==> src/rtl/alu_arbiter_if.sv <==
// alu_arbiter_if: request, response and ALU-side signal bundle for alu_arbiter.
// slave is the arbiter; master is the environment (requesters, response consumer, ALU).
interface alu_arbiter_if #(
    parameter int REGISTER_SIZE = 32,
    parameter int NUM_REQ       = 2,
    parameter int ID_W          = 1
);
    logic [NUM_REQ-1:0]               req_valid_i;
    logic [NUM_REQ-1:0]               req_ready_o;
    logic [NUM_REQ*REGISTER_SIZE-1:0] req_data1_i;
    logic [NUM_REQ*REGISTER_SIZE-1:0] req_data2_i;
    logic [NUM_REQ*7-1:0]             req_opcode_i;
    logic [NUM_REQ*3-1:0]             req_func3_i;
    logic [NUM_REQ*7-1:0]             req_func7_i;

    logic [REGISTER_SIZE-1:0]         alu_data1_o;
    logic [REGISTER_SIZE-1:0]         alu_data2_o;
    logic [6:0]                       alu_opcode_o;
    logic [2:0]                       alu_func3_o;
    logic [6:0]                       alu_func7_o;
    logic [REGISTER_SIZE-1:0]         alu_result_i;
    logic                             alu_error_i;

    logic                             rsp_valid_o;
    logic                             rsp_ready_i;
    logic [ID_W-1:0]                  rsp_id_o;
    logic [REGISTER_SIZE-1:0]         rsp_result_o;
    logic                             rsp_error_o;

    modport master (
        output req_valid_i, req_data1_i, req_data2_i, req_opcode_i, req_func3_i, req_func7_i,
        input  req_ready_o,
        input  alu_data1_o, alu_data2_o, alu_opcode_o, alu_func3_o, alu_func7_o,
        output alu_result_i, alu_error_i,
        input  rsp_valid_o, rsp_id_o, rsp_result_o, rsp_error_o,
        output rsp_ready_i
    );

    modport slave (
        input  req_valid_i, req_data1_i, req_data2_i, req_opcode_i, req_func3_i, req_func7_i,
        output req_ready_o,
        output alu_data1_o, alu_data2_o, alu_opcode_o, alu_func3_o, alu_func7_o,
        input  alu_result_i, alu_error_i,
        output rsp_valid_o, rsp_id_o, rsp_result_o, rsp_error_o,
        input  rsp_ready_i
    );
endinterface

==> src/rtl/alu_arbiter.sv <==
// alu_arbiter: shares one combinational ALU among NUM_REQ requesters, one operation in flight.
// Define ALU_ARB_FIXED_PRIORITY_EN for strict lowest-index-first arbitration (default: round-robin).
module alu_arbiter #(
    parameter int REGISTER_SIZE = 32,
    parameter int NUM_REQ       = 2,
    parameter int ID_W          = 1
) (
    input  logic         clk_i,
    input  logic         rst_i,
    alu_arbiter_if.slave bus
);
    typedef enum logic [1:0] {
        IDLE = 2'd0,
        EXEC = 2'd1,
        RESP = 2'd2
    } state_e;

    state_e                   state_q, state_d;
    logic [REGISTER_SIZE-1:0] op_data1_q, op_data1_d;
    logic [REGISTER_SIZE-1:0] op_data2_q, op_data2_d;
    logic [6:0]               op_opcode_q, op_opcode_d;
    logic [2:0]               op_func3_q, op_func3_d;
    logic [6:0]               op_func7_q, op_func7_d;
    logic [ID_W-1:0]          op_id_q, op_id_d;
    logic [ID_W-1:0]          rsp_id_q, rsp_id_d;
    logic [REGISTER_SIZE-1:0] rsp_result_q, rsp_result_d;
    logic                     rsp_error_q, rsp_error_d;
`ifndef ALU_ARB_FIXED_PRIORITY_EN
    logic [ID_W-1:0]          last_grant_q, last_grant_d;
`endif

    logic                     grant_found;
    logic [ID_W-1:0]          grant_idx;
    logic                     accept;
    logic [NUM_REQ-1:0]       req_ready;
    logic [REGISTER_SIZE-1:0] sel_data1, sel_data2;
    logic [6:0]               sel_opcode, sel_func7;
    logic [2:0]               sel_func3;

    logic [REGISTER_SIZE-1:0] data1_arr  [NUM_REQ];
    logic [REGISTER_SIZE-1:0] data2_arr  [NUM_REQ];
    logic [6:0]               opcode_arr [NUM_REQ];
    logic [2:0]               func3_arr  [NUM_REQ];
    logic [6:0]               func7_arr  [NUM_REQ];

    for (genvar g = 0; g < NUM_REQ; g++) begin : g_unpack
        assign data1_arr[g]  = bus.req_data1_i[g*REGISTER_SIZE +: REGISTER_SIZE];
        assign data2_arr[g]  = bus.req_data2_i[g*REGISTER_SIZE +: REGISTER_SIZE];
        assign opcode_arr[g] = bus.req_opcode_i[g*7 +: 7];
        assign func3_arr[g]  = bus.req_func3_i[g*3 +: 3];
        assign func7_arr[g]  = bus.req_func7_i[g*7 +: 7];
    end

    always_comb begin
        grant_found = 1'b0;
        grant_idx   = '0;
`ifdef ALU_ARB_FIXED_PRIORITY_EN
        for (int j = 0; j < NUM_REQ; j++) begin
            if (!grant_found && bus.req_valid_i[j]) begin
                grant_found = 1'b1;
                grant_idx   = ID_W'(j);
            end
        end
`else
        // Visit requesters in order last_grant+1, last_grant+2, ... wrapping at NUM_REQ.
        for (int i = 1; i <= NUM_REQ; i++) begin
            for (int j = 0; j < NUM_REQ; j++) begin
                if (!grant_found && bus.req_valid_i[j] &&
                    (j == ((int'(last_grant_q) + i) % NUM_REQ))) begin
                    grant_found = 1'b1;
                    grant_idx   = ID_W'(j);
                end
            end
        end
`endif
    end

    assign accept = (state_q == IDLE) && grant_found;

    always_comb begin
        sel_data1  = '0;
        sel_data2  = '0;
        sel_opcode = '0;
        sel_func3  = '0;
        sel_func7  = '0;
        req_ready  = '0;
        for (int j = 0; j < NUM_REQ; j++) begin
            if (grant_idx == ID_W'(j)) begin
                sel_data1    = data1_arr[j];
                sel_data2    = data2_arr[j];
                sel_opcode   = opcode_arr[j];
                sel_func3    = func3_arr[j];
                sel_func7    = func7_arr[j];
                req_ready[j] = accept;
            end
        end
    end

    always_comb begin
        state_d      = state_q;
        op_data1_d   = op_data1_q;
        op_data2_d   = op_data2_q;
        op_opcode_d  = op_opcode_q;
        op_func3_d   = op_func3_q;
        op_func7_d   = op_func7_q;
        op_id_d      = op_id_q;
        rsp_id_d     = rsp_id_q;
        rsp_result_d = rsp_result_q;
        rsp_error_d  = rsp_error_q;
`ifndef ALU_ARB_FIXED_PRIORITY_EN
        last_grant_d = last_grant_q;
`endif
        case (state_q)
            IDLE: begin
                if (accept) begin
                    op_data1_d  = sel_data1;
                    op_data2_d  = sel_data2;
                    op_opcode_d = sel_opcode;
                    op_func3_d  = sel_func3;
                    op_func7_d  = sel_func7;
                    op_id_d     = grant_idx;
`ifndef ALU_ARB_FIXED_PRIORITY_EN
                    last_grant_d = grant_idx;
`endif
                    state_d     = EXEC;
                end
            end
            EXEC: begin
                // The ALU has had a full cycle on the op registers; sample its answer now.
                rsp_id_d     = op_id_q;
                rsp_result_d = bus.alu_result_i;
                rsp_error_d  = bus.alu_error_i;
                state_d      = RESP;
            end
            RESP: begin
                if (bus.rsp_ready_i) begin
                    state_d = IDLE;
                end
            end
            default: state_d = IDLE;
        endcase
    end

    always_ff @(posedge clk_i) begin
        if (rst_i) begin
            state_q      <= IDLE;
            op_data1_q   <= '0;
            op_data2_q   <= '0;
            op_opcode_q  <= '0;
            op_func3_q   <= '0;
            op_func7_q   <= '0;
            op_id_q      <= '0;
            rsp_id_q     <= '0;
            rsp_result_q <= '0;
            rsp_error_q  <= 1'b0;
`ifndef ALU_ARB_FIXED_PRIORITY_EN
            last_grant_q <= ID_W'(NUM_REQ - 1);
`endif
        end else begin
            state_q      <= state_d;
            op_data1_q   <= op_data1_d;
            op_data2_q   <= op_data2_d;
            op_opcode_q  <= op_opcode_d;
            op_func3_q   <= op_func3_d;
            op_func7_q   <= op_func7_d;
            op_id_q      <= op_id_d;
            rsp_id_q     <= rsp_id_d;
            rsp_result_q <= rsp_result_d;
            rsp_error_q  <= rsp_error_d;
`ifndef ALU_ARB_FIXED_PRIORITY_EN
            last_grant_q <= last_grant_d;
`endif
        end
    end

    assign bus.req_ready_o  = req_ready;
    assign bus.alu_data1_o  = op_data1_q;
    assign bus.alu_data2_o  = op_data2_q;
    assign bus.alu_opcode_o = op_opcode_q;
    assign bus.alu_func3_o  = op_func3_q;
    assign bus.alu_func7_o  = op_func7_q;
    assign bus.rsp_valid_o  = (state_q == RESP);
    assign bus.rsp_id_o     = rsp_id_q;
    assign bus.rsp_result_o = rsp_result_q;
    assign bus.rsp_error_o  = rsp_error_q;
endmodule

==> src/flat_wrapper.sv <==
// flat-port wrapper written by rule: the top's interface ports become plain ports
module alu_arbiter_flat 
#(
    parameter int REGISTER_SIZE = 32,
    parameter int NUM_REQ       = 2,
    parameter int ID_W          = 1
)
  (clk_i, rst_i, bus_req_valid_i, bus_req_data1_i, bus_req_data2_i, bus_req_opcode_i, bus_req_func3_i, bus_req_func7_i, bus_req_ready_o, bus_alu_data1_o, bus_alu_data2_o, bus_alu_opcode_o, bus_alu_func3_o, bus_alu_func7_o, bus_alu_result_i, bus_alu_error_i, bus_rsp_valid_o, bus_rsp_id_o, bus_rsp_result_o, bus_rsp_error_o, bus_rsp_ready_i);
  alu_arbiter_if #(.REGISTER_SIZE(REGISTER_SIZE), .NUM_REQ(NUM_REQ), .ID_W(ID_W)) bus_i ();
  input  logic clk_i;
  input  logic rst_i;
  input wire logic [$bits(bus_i.req_valid_i)-1:0] bus_req_valid_i;
  input wire logic [$bits(bus_i.req_data1_i)-1:0] bus_req_data1_i;
  input wire logic [$bits(bus_i.req_data2_i)-1:0] bus_req_data2_i;
  input wire logic [$bits(bus_i.req_opcode_i)-1:0] bus_req_opcode_i;
  input wire logic [$bits(bus_i.req_func3_i)-1:0] bus_req_func3_i;
  input wire logic [$bits(bus_i.req_func7_i)-1:0] bus_req_func7_i;
  output wire logic [$bits(bus_i.req_ready_o)-1:0] bus_req_ready_o;
  output wire logic [$bits(bus_i.alu_data1_o)-1:0] bus_alu_data1_o;
  output wire logic [$bits(bus_i.alu_data2_o)-1:0] bus_alu_data2_o;
  output wire logic [$bits(bus_i.alu_opcode_o)-1:0] bus_alu_opcode_o;
  output wire logic [$bits(bus_i.alu_func3_o)-1:0] bus_alu_func3_o;
  output wire logic [$bits(bus_i.alu_func7_o)-1:0] bus_alu_func7_o;
  input wire logic [$bits(bus_i.alu_result_i)-1:0] bus_alu_result_i;
  input wire logic [$bits(bus_i.alu_error_i)-1:0] bus_alu_error_i;
  output wire logic [$bits(bus_i.rsp_valid_o)-1:0] bus_rsp_valid_o;
  output wire logic [$bits(bus_i.rsp_id_o)-1:0] bus_rsp_id_o;
  output wire logic [$bits(bus_i.rsp_result_o)-1:0] bus_rsp_result_o;
  output wire logic [$bits(bus_i.rsp_error_o)-1:0] bus_rsp_error_o;
  input wire logic [$bits(bus_i.rsp_ready_i)-1:0] bus_rsp_ready_i;
  assign bus_i.req_valid_i = bus_req_valid_i;
  assign bus_i.req_data1_i = bus_req_data1_i;
  assign bus_i.req_data2_i = bus_req_data2_i;
  assign bus_i.req_opcode_i = bus_req_opcode_i;
  assign bus_i.req_func3_i = bus_req_func3_i;
  assign bus_i.req_func7_i = bus_req_func7_i;
  assign bus_req_ready_o = bus_i.req_ready_o;
  assign bus_alu_data1_o = bus_i.alu_data1_o;
  assign bus_alu_data2_o = bus_i.alu_data2_o;
  assign bus_alu_opcode_o = bus_i.alu_opcode_o;
  assign bus_alu_func3_o = bus_i.alu_func3_o;
  assign bus_alu_func7_o = bus_i.alu_func7_o;
  assign bus_i.alu_result_i = bus_alu_result_i;
  assign bus_i.alu_error_i = bus_alu_error_i;
  assign bus_rsp_valid_o = bus_i.rsp_valid_o;
  assign bus_rsp_id_o = bus_i.rsp_id_o;
  assign bus_rsp_result_o = bus_i.rsp_result_o;
  assign bus_rsp_error_o = bus_i.rsp_error_o;
  assign bus_i.rsp_ready_i = bus_rsp_ready_i;
  alu_arbiter #(.REGISTER_SIZE(REGISTER_SIZE), .NUM_REQ(NUM_REQ), .ID_W(ID_W)) u_core (.clk_i(clk_i), .rst_i(rst_i), .bus(bus_i));
endmodule
==> config.mk <==
export PLATFORM = sky130hd
export DESIGN_NAME = alu_arbiter_flat
export DESIGN_NICKNAME = d
export VERILOG_FILES = /design/src/rtl/alu_arbiter_if.sv /design/src/rtl/alu_arbiter.sv /design/src/flat_wrapper.sv
export SDC_FILE = /design/constraint.sdc
export NUM_CORES = 1
export LEC_CHECK = 0
export CAP_MARGIN = 20
export CORE_AREA = 2 2 125 127
export CTS_CLUSTER_DIAMETER = 80
export DETAILED_ROUTE_END_ITERATION = 7
export DIE_AREA = 0 0 127 129
export PLACE_DENSITY = 0.75
export SLEW_MARGIN = 20
export SYNTH_ARGS = -nofsm -noshare
export SYNTH_HDL_FRONTEND = slang
export SYNTH_SLANG_ARGS = --single-unit
==> constraint.sdc <==
create_clock -name clk_i -period 2.41 [get_ports clk_i]
set_input_delay 0.723 -clock clk_i [delete_from_list [all_inputs] [get_ports clk_i]]
set_output_delay 0.723 -clock clk_i [all_outputs]
set_load 0.01 [all_outputs]
Word-level counts from Yosys, hierarchy flattened
Index checks and enable logic that the tools add are counted.
Cells by class
  add/subtract/negate cells: 2
  reductions and logical operators: 16
  eq/ne operators: 6
  mux-type cells: 17
  bitwise gates (word level): 2
Operator list (number)
  logical NOT 32 bit: 2
  two-way mux 32 bit: 2
  two-way mux 7 bit: 2
  two-way mux 1 bit: 9
  logical AND 1 bit: 8
  one-hot mux 2 bit (3 select lines): 1
  == test 2 bit, first input constant: 2
  two-way mux 2 bit: 2
  inequality test 2 x 1 -> 1 bit, second input constant: 2
  AND reduction 2 bit: 2
  logical NOT 1 bit: 3
  two-way mux 3 bit: 1
  adder 1 bit, second input constant: 2
  bitwise AND 1 bit, first input constant: 2
  == test 2 x 1 -> 1 bit, second input constant: 1
  == test 2 bit, second input constant: 1
  logical NOT 2 bit: 1
Storage, ports and cells
  word-level logic and storage cells: 54
  flip-flop bits (word level): 119
  output and inout bits: 118
  bits of input ports: 200

Longest topological paths before layout
Gate-level depths: netlist (run 1).
  depth in word-level cells: 20
  gate-level depth with buffers: 5
  gate-level depth less buffers: 3

Worst setup path after synthesis (run 1)
Ideal clock, no wire load.
  kind: input -> output
  start point: input port bus_req_valid_i[0]
  end point: output port bus_req_ready_o[1]
  slack: 0.218 ns
  stages on the path: 2
  buffers on the path: 0
  arrival time: 1.469 ns
  data required time: 1.687 ns
  path through: a211oi_4 > and2_1
Between the ends
  cells in the longest elaborated chain, start to end: 16
  elaborated cells between the ends (all ways): 19
  those cells by class: mux (8); reduce/logical (11)
Ends and longest elaborated chain
  start, declared: line flat_wrapper.sv:12  | input wire logic [$bits(bus_i.req_valid_i)-1:0] bus_req_valid_i;
  logical AND 1 bit: line alu_arbiter.sv:68  | if (!grant_found && bus.req_valid_i[j] &&
  two-way mux 1 bit: line alu_arbiter.sv:68
  logical NOT 1 bit: line alu_arbiter.sv:68
  logical AND 1 bit (2 in series): line alu_arbiter.sv:68
  two-way mux 1 bit: line alu_arbiter.sv:68
  logical NOT 1 bit: line alu_arbiter.sv:68
  logical AND 1 bit (2 in series): line alu_arbiter.sv:68
  two-way mux 1 bit: line alu_arbiter.sv:68
  logical NOT 1 bit: line alu_arbiter.sv:68
  logical AND 1 bit (2 in series): line alu_arbiter.sv:68
  two-way mux 1 bit: line alu_arbiter.sv:68
  logical AND 1 bit: line alu_arbiter.sv:78  | assign accept = (state_q == IDLE) && grant_found;
  two-way mux 1 bit (*): line alu_arbiter.sv:88  | if (grant_idx == ID_W'(j)) begin
  end, declared: line flat_wrapper.sv:18  | output wire logic [$bits(bus_i.req_ready_o)-1:0] bus_req_ready_o;
Every way passes the cells marked *; elsewhere a longest branch is shown, timed or not.

Worst setup path after layout (run 1)
Same ends and word-level chain as after synthesis.

==> results_dict.tcl, run 1 <==
set metrics [dict create \
    skew_ns 0.007355 \
    synth_area_um2 5145 \
    drtAntennaViolNets 0 \
    cts_made_buffers 17 \
    final_common_cell "clkdlybuf4s50_1" \
    grt-ovfl-total 0 \
    drtPass1Iterations 8 \
    critPathRequiredTime_ns 1.69 \
    drv_cap 0 \
    layout_common_cells "311 x clkdlybuf4s50_1, 116 x dfxtp_1, 82 x o21ai_1" \
    hold_viol 0 \
    grtUsageMet2_pct 39.25 \
    fp.coreArea_um2 14980 \
    clock_latency_ns 0.41 \
    combPwrFrac_pct 23.9 \
    die_area_um2 16380 \
    clkPwrFrac_pct 39.8 \
    cts_tree "done" \
    timing.hold.ws_ns 0.4490 \
    start_util_pct 34.35 \
    p_sw_w 0.001699 \
    grt_pass1_wl_um 31190 \
    die_w_um 127 \
    ir_worst_vdd_uv 450.7 \
    grt_use_met1_pct 28.27 \
    max_freq_mhz 439.7 \
    rsz0062_at_grt "no" \
    grt_pass1_vias 5868 \
    wl_per_cell_um 18.08 \
    grt_usage_pct 23.93 \
    area_delta_synth_final_pct 73.42 \
    grt_antenna_before_repair 0 \
    met3_usage_pct 8.358 \
    synth_cells 644 \
    die_h_um 129 \
    critPathKind "in -> out" \
    dp_hpwl_um 13000 \
    slew-limit-headroom_pct 35.19 \
    vias 6081 \
    setup.worst_path.end_class "output port" \
    final_nets 1115 \
    setup_viol 0 \
    clockBufferDepth 2 \
    busiest_layer "met2" \
    seq_area_frac_synth_pct 46.30 \
    post-route-period-util_pct 94.37 \
    io_buffers 317 \
    viasPerCell 5.454 \
    finalCriticalPeriod_ns 2.274 \
    drive_above_1_share_pct 6.149 \
    root_buffer "clkbuf_16" \
    critPathMaxFanout 3 \
    avgSynthCellArea_um2 7.989 \
    place.gp.congestion 0.8360 \
    synthDistinctLibCells 20 \
    p_int_w 0.004477 \
    swShare_pct 27.51 \
    arrival_ns 1.55 \
    p_per_area_nw_per_um2 692.2 \
    htreeDepth 4 \
    ys_seq_elements 119 \
    routed_wl_um 20160 \
    reg2reg_depth 4 \
    hold_depth 2 \
    first_iter_violations 543 \
    clk_pin_slew_worst_paths_ns 0.05 \
    status "complete, no violations" \
    p_seq_share_pct 36.2 \
    worstSetupStartpointType "primary input" \
    p_leak_nw 3.064 \
    n_antenna_cell 0 \
    cts.sinks 119 \
    pin_count 318 \
    hp-class "reg -> reg" \
    tightest_slew_ns 0.9721 \
    synthesis.nets 844 \
    fin_tns_setup_ns 0 \
    holdBufCountCts 0 \
    yosys_warnings 0 \
    rows 45 \
    grt_max_degree 83 \
    drc_errors 0 \
    slew_viol_final 0 \
]
## logic make-up after synthesis
logic type | after synthesis | share of synthesized area, %
simple gates | 241 | 23.88
compound gates | 201 | 21.94
buf+inv | 83 | 7.879
flops | 119 | 46.30
## final cells by class
| cell class | instances | area [µm²] |
|---|---|---|
| Sequential cell | 119 | 2386 |
| Clock inverter | 9 | 101.3 |
| Timing Repair Buffer | 334 | 3354 |
| Fill cell | 1347 | 6055 |
| Inverter | 1 | 3.754 |
| Tap cell | 188 | 235.2 |
| Clock buffer | 22 | 464.2 |
| Multi-Input combinational cell | 442 | 2377 |
## power by group through the flow
| stage | clock, W | combinational (W) | sequential (W) |
|---|---|---|---|
| floorplan | 0 | 0.000592 | 0.00235 |
| global placement | 0 | 0.00147 | 0.00227 |
| detailed placement | 0 | 0.00148 | 0.00227 |
| CTS | 0.00251 | 0.00149 | 0.00224 |
| global route | 0.00259 | 0.00159 | 0.00226 |
| finish | 0.00246 | 0.00148 | 0.00224 |
## Yosys cell counts
cell	count	area, µm²
a211o_1	1	8.760
a211oi_1	1	7.510
a211oi_4	1	20.02
a21oi_1	35	175.2
a31oi_1	81	506.7
and2_1	1	6.260
and3_1	1	6.260
buf_2	27	135.1
buf_6	8	90.09
clkbuf_1	47	176.4
dfxtp_1	119	2382
inv_1	1	3.750
nand2_1	68	255.2
nand2b_1	3	18.77
nand3_1	81	405.4
nand4_1	81	506.7
nor2_1	3	11.26
nor2b_1	2	12.51
o21ai_1	82	410.4
or2_1	1	6.260
## flip-flops by register name, indices dropped and copies added, names as in the netlist
register and cells:
u_core.bus.alu_data1_o 32, u_core.bus.rsp_error_o 1, u_core.bus.rsp_id_o 1, u_core.state_q 2
u_core.bus.rsp_result_o 32, u_core.bus.alu_opcode_o 7, u_core.bus.alu_data2_o 32, u_core.bus.alu_func3_o 3
u_core.bus.alu_func7_o 7, u_core.last_grant_q 1, u_core.op_id_q 1
## critical path: stages
cell           delay, ns
buf_2               0.13
a211oi_4            0.24
and2_1              0.17
dlygate4sd2_1       0.29
## layer usage
layer	vias up	share of wire (%)
met5	-	0
met4	0	3.5
met3	52	8.9
met2	317	47
met1	2764	40
li1	2948	-
## timing repair
| action | CTS | global route |
|---|---|---|
| setup buffers | 0 | 0 |
| gates resized for setup | 3 | 3 |
| endpoints found under the setup margin | 3 | 2 |
## per-stage QoR
step	util, %	instances	total power, W	instance area, µm²	worst slack (ns)
2_1_floorplan	-	644	0.002940	5145	0.2185
5_1_grt	59.57	1115	0.006443	8922	0.08493
6_report	59.57	1115	0.006176	8922	0.1357
3_5_place_dp	55.75	1084	0.003756	8349	-0.1385
4_1_cts	59.53	1115	0.006229	8916	0.003335
3_3_place_gp	55.75	1084	0.003744	8349	-0.1186
## final timing paths
kind / from / to / slack (ns)
worst min register to register: u_core.op_id_q / u_core.bus.rsp_id_o / 0.45
worst max-delay path: bus_req_valid_i[0] / bus_req_ready_o[1] / 0.14
worst max register to register: u_core.state_q[1] / u_core.last_grant_q / 0.52
worst min-delay path: u_core.op_id_q / u_core.bus.rsp_id_o / 0.45
(Power assumes the default switching activity.)
==> inputs of run 2 (changes only) <==
--- a/config.mk
+++ b/config.mk
@@ -11,4 +11,5 @@
 export DETAILED_ROUTE_END_ITERATION = 7
 export DIE_AREA = 0 0 127 129
+export GPL_TIMING_DRIVEN = 1
 export PLACE_DENSITY = 0.75
 export SLEW_MARGIN = 20
==> constraint.sdc (replaced) <==
create_clock -name clk_i -period 2.41 [get_ports clk_i]
set_input_delay 0.482 -clock clk_i [delete_from_list [all_inputs] [get_ports clk_i]]
set_output_delay 0.482 -clock clk_i [all_outputs]
set_load 0.01 [all_outputs]
==> results_dict.tcl, run 2 (same netlist as run 1, synthesis figures left out) <==
set metrics [dict create \
    fin_cells 1115 \
    final_nets 1113 \
    status "complete, no violations" \
    p_leak_nw 3.070 \
    htreeDepth 4 \
    tightest_slew_ns 0.9103 \
    root_buffer "clkbuf_16" \
    p_sw_w 0.001736 \
    report.power.total_w 0.006648 \
    p_seq_share_pct 33.7 \
    cts_tree "done" \
    first_iter_violations 428 \
    io_buffers 317 \
    die_w_um 127 \
    pin_count 318 \
    clockBufferDepth 2 \
    start_util_pct 34.35 \
    dp.cells 1082 \
    rsz0062_at_grt "no" \
    slew-limit-headroom_pct 39.32 \
    swShare_pct 26.11 \
    setup.worst_path.end_class "output port" \
    num-fill-cells 1335 \
    vias 6160 \
    r2r-start "u_core.last_grant_q" \
    fp.coreArea_um2 14980 \
    drc_errors 0 \
    ctsResizeCount 0 \
    reg2reg_to "u_core.bus.alu_data2_o[10]" \
    critPathRequiredTime_ns 1.93 \
    cts_made_buffers 17 \
    holdBufCountCts 0 \
    grt_usage_pct 23.68 \
    grt_antenna_before_repair 1 \
    arrival_ns 1.82 \
    reg2reg_depth 4 \
    cts.sinks 119 \
    drive_above_1_share_pct 6.048 \
    clk_pin_slew_worst_paths_ns 0.06 \
    p_per_area_nw_per_um2 737.2 \
    grt_pass1_vias 5751 \
    worstSetupStartpointType "flip-flop" \
    slew_viol_final 0 \
    wl_per_cell_um 17.96 \
    dp_hpwl_um 12900 \
    finalCriticalPeriod_ns 2.305 \
    grt_max_degree 83 \
    viasPerCell 5.525 \
    die_h_um 129 \
    place.gp.congestion 0.8237 \
    die_area_um2 16380 \
    combPwrFrac_pct 22.3 \
    grt_pass1_wl_um 30510 \
    endpoint "bus_req_ready_o[1]" \
    area_delta_synth_final_pct 75.27 \
    p_int_w 0.004912 \
    setup_viol 0 \
    drtPass1Iterations 5 \
    cp-startpoint "u_core.state_q[1]" \
    clock_latency_ns 0.42 \
    post-route-period-util_pct 95.65 \
    r2r_slack_ns 0.65 \
    max_freq_mhz 433.8 \
    layout_common_cells "314 x clkdlybuf4s50_1, 118 x dfxtp_1, 82 x o21ai_1" \
    ir_worst_vdd_uv 471.4 \
    rows 45 \
    clkPwrFrac_pct 44.0 \
    hp-class "reg -> reg" \
    critPathKind "reg -> out" \
    drtAntennaViolNets 0 \
    cts_setup_buffers 0 \
    drv_cap 0 \
    routed_wl_um 20020 \
    critPathMaxFanout 6 \
    grt-ovfl-total 0 \
    fin_tns_setup_ns 0 \
    skew_ns 0.006227 \
    final_common_cell "clkdlybuf4s50_1" \
    hold_viol 0 \
]
## run 2: how the worst min path moves through the flow
stage                                  endpoint                         from  depth (start not counted)  slack (ns)
floorplan                   u_core.bus.rsp_id_o               u_core.op_id_q                          2        0.43
global placement    u_core.bus.rsp_result_o[11]  u_core.bus.rsp_result_o[11]                          2        0.44
detailed placement          u_core.bus.rsp_id_o               u_core.op_id_q                          2        0.44
CTS                         u_core.bus.rsp_id_o               u_core.op_id_q                          2        0.45
global route                u_core.bus.rsp_id_o               u_core.op_id_q                          2        0.46
finish               u_core.bus.rsp_result_o[3]   u_core.bus.rsp_result_o[3]                          2        0.45
## run 2: power groups by stage
| stage | clock (W) | combinational (W) | sequential [W] |
|---|---|---|---|
| floorplan | 0 | 0.000592 | 0.00235 |
| global placement | 0 | 0.00148 | 0.00227 |
| detailed placement | 0 | 0.00149 | 0.00227 |
| CTS | 0.00296 | 0.00149 | 0.00224 |
| global route | 0.00307 | 0.00159 | 0.00226 |
| finish | 0.00293 | 0.00149 | 0.00224 |
## run 2: layout make-up
class                           instances  area, µm²  share of cell area (%)
Multi-Input combinational cell        442       2377                   26.36
Tap cell                              188      235.2                   2.609
Sequential cell                       119       2384                   26.43
Clock inverter                         12      222.7                   2.470
Clock buffer                           20      456.7                   5.065
Antenna cell                            1      2.502                 0.02775
Inverter                                1      3.754                 0.04163
Timing Repair Buffer                  332       3336                   36.99
## run 2: per-stage QoR
| stage | utilization, % | worst slack [ns] | area (µm²) | hold slack (ns) |
|---|---|---|---|---|
| floorplan | - | 0.7005 | 5145 | 0.4319 |
| global placement | 55.65 | 0.2865 | 8334 | 0.4411 |
| detailed placement | 55.65 | 0.2723 | 8334 | 0.4445 |
| CTS | 60.18 | 0.04414 | 9014 | 0.4534 |
| global route | 60.21 | 0.03582 | 9017 | 0.4634 |
| finish | 60.21 | 0.1049 | 9017 | 0.4491 |
## run 2: per-layer routing
metal | vias to the layer above | part of all wire, % | routed length [µm] | global-route usage [%]
li1 | 2949 | - | - | -
met1 | 2836 | 39 | 7844 | 28.33
met2 | 328 | 49 | 9713 | 38.61
met3 | 47 | 9.3 | 1872 | 7.817
met4 | 0 | 3.0 | 592 | 11.31
met5 | - | 0 | 0 | 0
## run 2: worst max-delay path, stage by stage (launching register included)
cell and delay [ns]:
dfxtp_2 0.37, a211oi_4 0.28, and2_1 0.19, clkdlybuf4s50_1 0.56
==> patch 1 (flow settings as in run 1) <==
`NUM_REQ` is set to 2 in 3 places; all go to 1. Comments in the files are not updated.
--- a/src/rtl/alu_arbiter_if.sv
+++ b/src/rtl/alu_arbiter_if.sv
@@ -2,7 +2,7 @@
 // slave is the arbiter; master is the environment (requesters, response consumer, ALU).
 interface alu_arbiter_if #(
     parameter int REGISTER_SIZE = 32,
-    parameter int NUM_REQ       = 2,
+    parameter int NUM_REQ       = 1,
     parameter int ID_W          = 1
 );
     logic [NUM_REQ-1:0]               req_valid_i;
--- a/src/rtl/alu_arbiter.sv
+++ b/src/rtl/alu_arbiter.sv
@@ -2,7 +2,7 @@
 // Define ALU_ARB_FIXED_PRIORITY_EN for strict lowest-index-first arbitration (default: round-robin).
 module alu_arbiter #(
     parameter int REGISTER_SIZE = 32,
-    parameter int NUM_REQ       = 2,
+    parameter int NUM_REQ       = 1,
     parameter int ID_W          = 1
 ) (
     input  logic         clk_i,
--- a/src/flat_wrapper.sv
+++ b/src/flat_wrapper.sv
@@ -2,7 +2,7 @@
 module alu_arbiter_flat 
 #(
     parameter int REGISTER_SIZE = 32,
-    parameter int NUM_REQ       = 2,
+    parameter int NUM_REQ       = 1,
     parameter int ID_W          = 1
 )
   (clk_i, rst_i, bus_req_valid_i, bus_req_data1_i, bus_req_data2_i, bus_req_opcode_i, bus_req_func3_i, bus_req_func7_i, bus_req_ready_o, bus_alu_data1_o, bus_alu_data2_o, bus_alu_opcode_o, bus_alu_func3_o, bus_alu_func7_o, bus_alu_result_i, bus_alu_error_i, bus_rsp_valid_o, bus_rsp_id_o, bus_rsp_result_o, bus_rsp_error_o, bus_rsp_ready_i);
Interface: changed (7 resized); port bits go from 318 to 235. No check against the original RTL was run, so the function may have changed too.
==> patch 1 against run 1 <==
- global-route usage fell by 9.2 points
- sequential cell count is 3 lower
- fmax fell by 2.7%
- routed wire length decreased by 41%
- total power fell by 15%
- largest cell class unchanged
- design area decreased by 21%
- worst setup slack got worse by 0.063 ns
- highest routed layer unchanged
- synthesized area down 21%
==> patch 1: results (changes against run 1) <==
| Metric | Value |
|---|---|
| RePlAce Congestion | `0.743 (was 0.836)` |
| Post-Synth XOR/XNOR Area | `0 (unchanged)` |
| IO buf count | `233 (was 317)` |
| Pin count of the biggest net entering global routing | `83 (unchanged)` |
| DRT iter0 DRCs | `133 (was 543)` |
| NumNets Final | `843 (was 1115)` |
| Fill cell count | `1482 (was 1347)` |
| Leak Pwr | `2.57 nW (was 3.06 nW)` |
| Compound-cell area share of the yosys netlist | `0.141 (was 0.219)` |
| Antenna violations before repair | `0 (unchanged)` |
| Total GRT Usage | `0.148 (was 0.239)` |
| Top FF cell, synth | `dfxtp_1 (unchanged)` |
| First-pass GRT wire length | `19.0 mm (was 31.2 mm)` |
| Post-synthesis adder-cell area fraction | `0 (unchanged)` |
| # H-tree levels | `4 (unchanged)` |
| Count of cell types in the netlist | `13 (was 20)` |
| CTS Buffer Depth | `2 (unchanged)` |
| CTS buffer count | `17 (unchanged)` |
| Leading post-synthesis cells by cell area | `dfxtp_1, nand2_1, a21oi_1 (was dfxtp_1, a31oi_1, nand4_1)` |
| YS warnings | `0 (unchanged)` |
| Worst clock skew | `0.00632 ns (was 0.00735 ns)` |
| Ys async rst share | `0 (unchanged)` |
| Wire per inst | `12.8 microns (was 18.1 microns)` |
| Switch Pwr | `1.25 mW (was 1.70 mW)` |
| Multiplexer share of the synthesized area | `0 (unchanged)` |
| Maximum fanout along the worst path | `2 (was 3)` |
| CP top delay family | `buffers and inverters (unchanged)` |
| Clk slew on worst S/H paths | `0.05 ns (about the same)` |
| Post-synth net total | `624 (was 844)` |
| Total number of vias | `3987 (was 6081)` |
| Postcts setup bufs | `0 (unchanged)` |
| Slew HR | `0.411 (was 0.352)` |
| Worst-Skew Late Latency | `0.40 ns` |
| Clock root cell | `clkbuf_16 (unchanged)` |
| HPWL after DPL | `7.93 mm (was 13.0 mm)` |
| Status | `finished clean (unchanged)` |
| # diodes | `0 (unchanged)` |
| Vias in the first global route | `3875 (was 5868)` |
| Most instantiated cells after synthesis | `nand2_1, dfxtp_1, a21oi_1 (was dfxtp_1, o21ai_1, a31oi_1, nand3_1, nand4_1)` |
| Slowest CP cell | `or3b_4 (was dlygate4sd2_1)` |
| Slowest stage delay, CP | `0.42 ns (was 0.29 ns)` |
| Peak supply drop | `0.419 mV (was 0.451 mV)` |
| Seq/Total Area, Yosys | `0.568 (was 0.463)` |
| Worst EP arrival | `1.61 ns (was 1.55 ns)` |
| Worst hold path class | `reg -> reg (unchanged)` |
| Share of layout cells above drive strength 1 | `0.0556 (was 0.0615)` |
| First-pass DRT Iterations | `4 (was 8)` |
-- patch 1: path summary, 6_finish.rpt --
kind,end,start,slack [ns],cells past startpoint
max,bus_req_ready_o,bus_req_valid_i,0.07,4
min,u_core.bus.rsp_error_o,u_core.bus.rsp_error_o,0.45,2
max reg2reg,u_core.bus.alu_data1_o[20],u_core.state_q[1],0.56,5
min reg2reg,u_core.bus.rsp_error_o,u_core.bus.rsp_error_o,0.45,2
-- patch 1: power groups by stage --
| stage | Combinational, mW | Sequential, mW | Clock, mW |
|---|---|---|---|
| final | 0.768 | 2.09 | 2.39 |
| after CTS | 0.784 | 2.09 | 2.46 |
| after global placement | 0.778 | 2.12 | 0 |
| after detailed placement | 0.781 | 2.13 | 0 |
| after global routing | 0.845 | 2.10 | 2.55 |
| after floorplan | 0.282 | 2.18 | 0 |
-- patch 1: logic make-up after synthesis --
family | after synthesis
compound gates | 115
buf+inv | 40
flops | 116
other cells | 1
simple gates | 234
-- patch 1: through the flow --
stage / area (sq um) / TNS [ns] / instances / hold slack (ns) / setup WS [ns]
final: 7010 / 0 / 926 / 0.450 / 0.0728
after global routing: 7010 / 0 / 926 / 0.470 / 0.0220
after detailed placement: 6440 / -28.08 / 894 / 0.446 / -0.566
after CTS: 7010 / 0 / 926 / 0.453 / 0.00540
after floorplan: 4090 / 0 / 506 / 0.481 / 0.335
after global placement: 6440 / -28.75 / 894 / 0.440 / -0.577
-- patch 1: worst register-to-register path: cells and delay by family (launching register included) --
kind | cells | cell delay (ns)
AND/OR/NAND/NOR | 2 | 0.64
flip-flops | 1 | 0.33
buffers and inverters | 2 | 0.66
AO/OA/AOI/OAI | 1 | 0.15
-- patch 1: layout make-up --
class / count / area [sq um] / share of cell area
Sequential cell: 116 / 2320 / 0.331
Inverter: 1 / 8.76 / 0.00125
Clock buffer: 23 / 488 / 0.0696
Tap cell: 188 / 235 / 0.0336
Timing Repair Buffer: 239 / 2400 / 0.342
Multi-Input combinational cell: 350 / 1480 / 0.211
Clock inverter: 9 / 77.6 / 0.0111
-- patch 1: layer usage --
| metal | part of all wire | up-vias | global-route usage |
|---|---|---|---|
| met3 | 0.10 | 16 | 0.0674 |
| li1 | - | 2046 | - |
| met4 | 0.019 | 0 | 0.0653 |
| met2 | 0.47 | 165 | 0.238 |
| met5 | 0 | - | 0 |
| met1 | 0.41 | 1760 | 0.170 |
-- patch 1: repair_timing --
action,in CTS,in global routing
endpoints found under the setup margin,1,1
gates cloned,0,0
resized for setup,4,1
==> patch 2 (flow settings as in run 1) <==
Made on the original files. Re-encode `state_e` (3 states) as one-hot, 3 bits wide.
--- a/src/rtl/alu_arbiter.sv
+++ b/src/rtl/alu_arbiter.sv
@@ -9,10 +9,10 @@
     input  logic         rst_i,
     alu_arbiter_if.slave bus
 );
-    typedef enum logic [1:0] {
-        IDLE = 2'd0,
-        EXEC = 2'd1,
-        RESP = 2'd2
+    typedef enum logic [2:0] {
+        IDLE = 3'b001,
+        EXEC = 3'b010,
+        RESP = 3'b100
     } state_e;
 
     state_e                   state_q, state_d;
Check against the original RTL: same outputs for any inputs over 4 cycles, from zero or initial values and one cycle with rst_i high; so few cycles prove little.
==> patch 2 against run 1 <==
- synthesized area decreased by 9.1%
- design area decreased by 3.9%
- routed wire length decreased by 17%
- largest power group unchanged
- die area unchanged
- cell count decreased by 14%
- non-clock buffer count decreased by 3
- worst setup slack got worse by 0.094 ns
- total power decreased by 1.3%
- sequential cell count increased by 1
- critical path type unchanged
- synthesized cell count decreased by 28%
- critical endpoint is now bus_req_ready_o[0]
- register-to-register slack improved by 0.09 ns
- first-iteration DRC count decreased by 47%
==> patch 2: results (changes against run 1) <==
| Metric | Value |
|---|---|
| Status | `finished clean (unchanged)` |
| Clock-cell share of area | `0.0689 (was 0.0634)` |
| CTS Buffer Depth | `2 (unchanged)` |
| Most instantiated cells after synthesis | `dfxtp_1, a32oi_1, o2bb2ai_1 (was dfxtp_1, o21ai_1, a31oi_1, nand3_1, nand4_1)` |
| Leak Pwr | `2.91 nW (was 3.06 nW)` |
| Fraction of area in registers | `0.280 (was 0.267)` |
| Vias in the first global route | `5035 (was 5868)` |
| Dpl cells | `925 (was 1084)` |
| Slew of the pin with the lowest slew margin | `0.823 ns (was 0.972 ns)` |
| RePlAce Congestion | `0.857 (was 0.836)` |
| Cell-internal power | `4.59 mW (was 4.48 mW)` |
| NumNets Final | `956 (was 1115)` |
| Post-DR vias/cell | `5.22 (was 5.45)` |
| Leading post-synthesis cells by cell area | `dfxtp_1, a32oi_1, o2bb2ai_1 (was dfxtp_1, a31oi_1, nand4_1)` |
| First-pass DRT Iterations | `4 (was 8)` |
| Dpl ws | `-0.438 ns (was -0.139 ns)` |
| Signal buf overhead | `0.386 (was 0.376)` |
| DRT iter0 DRCs | `289 (was 543)` |
| #FFs+latches synth | `120 (was 119)` |
| Worst clock skew | `0.00477 ns (was 0.00735 ns)` |
| Area after DPL | `7980 sq um (was 8350 sq um)` |
| Clock buf count | `23 (was 22)` |
| First-pass GRT wire length | `26.3 mm (was 31.2 mm)` |
| Post-synth net total | `662 (was 844)` |
| Comb_multi_in | `285 (was 442)` |
| Fill cell count | `1259 (was 1347)` |
| CTS buffer count | `17 (unchanged)` |
| Fraction of area in multi-input gates | `0.237 (was 0.266)` |
| Syn Area/Cell | `10.1 sq um (was 7.99 sq um)` |
| Peak supply drop | `0.455 mV (was 0.451 mV)` |
| Worst EP arrival | `1.65 ns (was 1.55 ns)` |
| Total GRT Usage | `0.202 (was 0.239)` |
| Seq/Total Area, Yosys | `0.514 (was 0.463)` |
| HPWL after DPL | `12.1 mm (was 13.0 mm)` |
| Area grow syn2layout | `83.2% (was 73.4%)` |
| Total Wirelength | `16.8 mm (was 20.2 mm)` |
| Compound-cell area share of the yosys netlist | `0.350 (was 0.219)` |
| Worst hold path class | `reg -> reg (unchanged)` |
| Nonclk buf count | `331 (was 334)` |
| Count of cell types in the netlist | `25 (was 20)` |
| Share of layout cells above drive strength 1 | `0.0650 (was 0.0615)` |
==> patch 2: cell types whose count changed after synthesis, sizes merged, moves of 5 or more <==
| cell | before | now |
|---|---|---|
| nand4 | 81 | 0 |
| clkbuf | 47 | 26 |
| o2bb2ai | 0 | 81 |
| o21ai | 82 | 0 |
| buf | 35 | 30 |
| a32oi | 0 | 81 |
| a31oi | 81 | 0 |
| nand3 | 81 | 0 |
==> patch 2: power groups by stage <==
stage	Sequential [mW]	Clock, mW	Combinational (mW)
after floorplan	2.38	0	0.426
after global placement	2.30	0	1.29
after detailed placement	2.31	0	1.31
after CTS	2.27	2.57	1.31
after global routing	2.29	2.67	1.40
final	2.27	2.52	1.30
==> patch 2: logic make-up after synthesis <==
family,count (synthesis)
and+or+nand+nor,83
AOI/OAI and AO/OA,202
buffers and inverters,57
DFF,120
==> patch 2: worst paths after layout <==
path                                                   from                          end  slack, ns
worst max-delay path                     bus_req_valid_i[1]           bus_req_ready_o[0]       0.04
worst min-delay path            u_core.bus.rsp_result_o[14]  u_core.bus.rsp_result_o[14]       0.45
worst max register to register          u_core.last_grant_q    u_core.bus.alu_data1_o[1]       0.61
worst min register to register  u_core.bus.rsp_result_o[14]  u_core.bus.rsp_result_o[14]       0.45
==> patch 2: what timing repair did <==
action                                  CTS  global route
endpoints found under the setup margin    3             0
gates resized for setup                   5             0
hold buffers                              0             0
==> patch 2: metal layers <==
metal | wire length, microns | track usage | share of wire | vias to the layer above
li1 | - | - | - | 2405
met1 | 6230 | 0.216 | 0.37 | 2298
met2 | 8430 | 0.354 | 0.50 | 255
met3 | 1700 | 0.0794 | 0.10 | 41
met4 | 453 | 0.0879 | 0.027 | 0
met5 | 0 | 0 | 0 | -
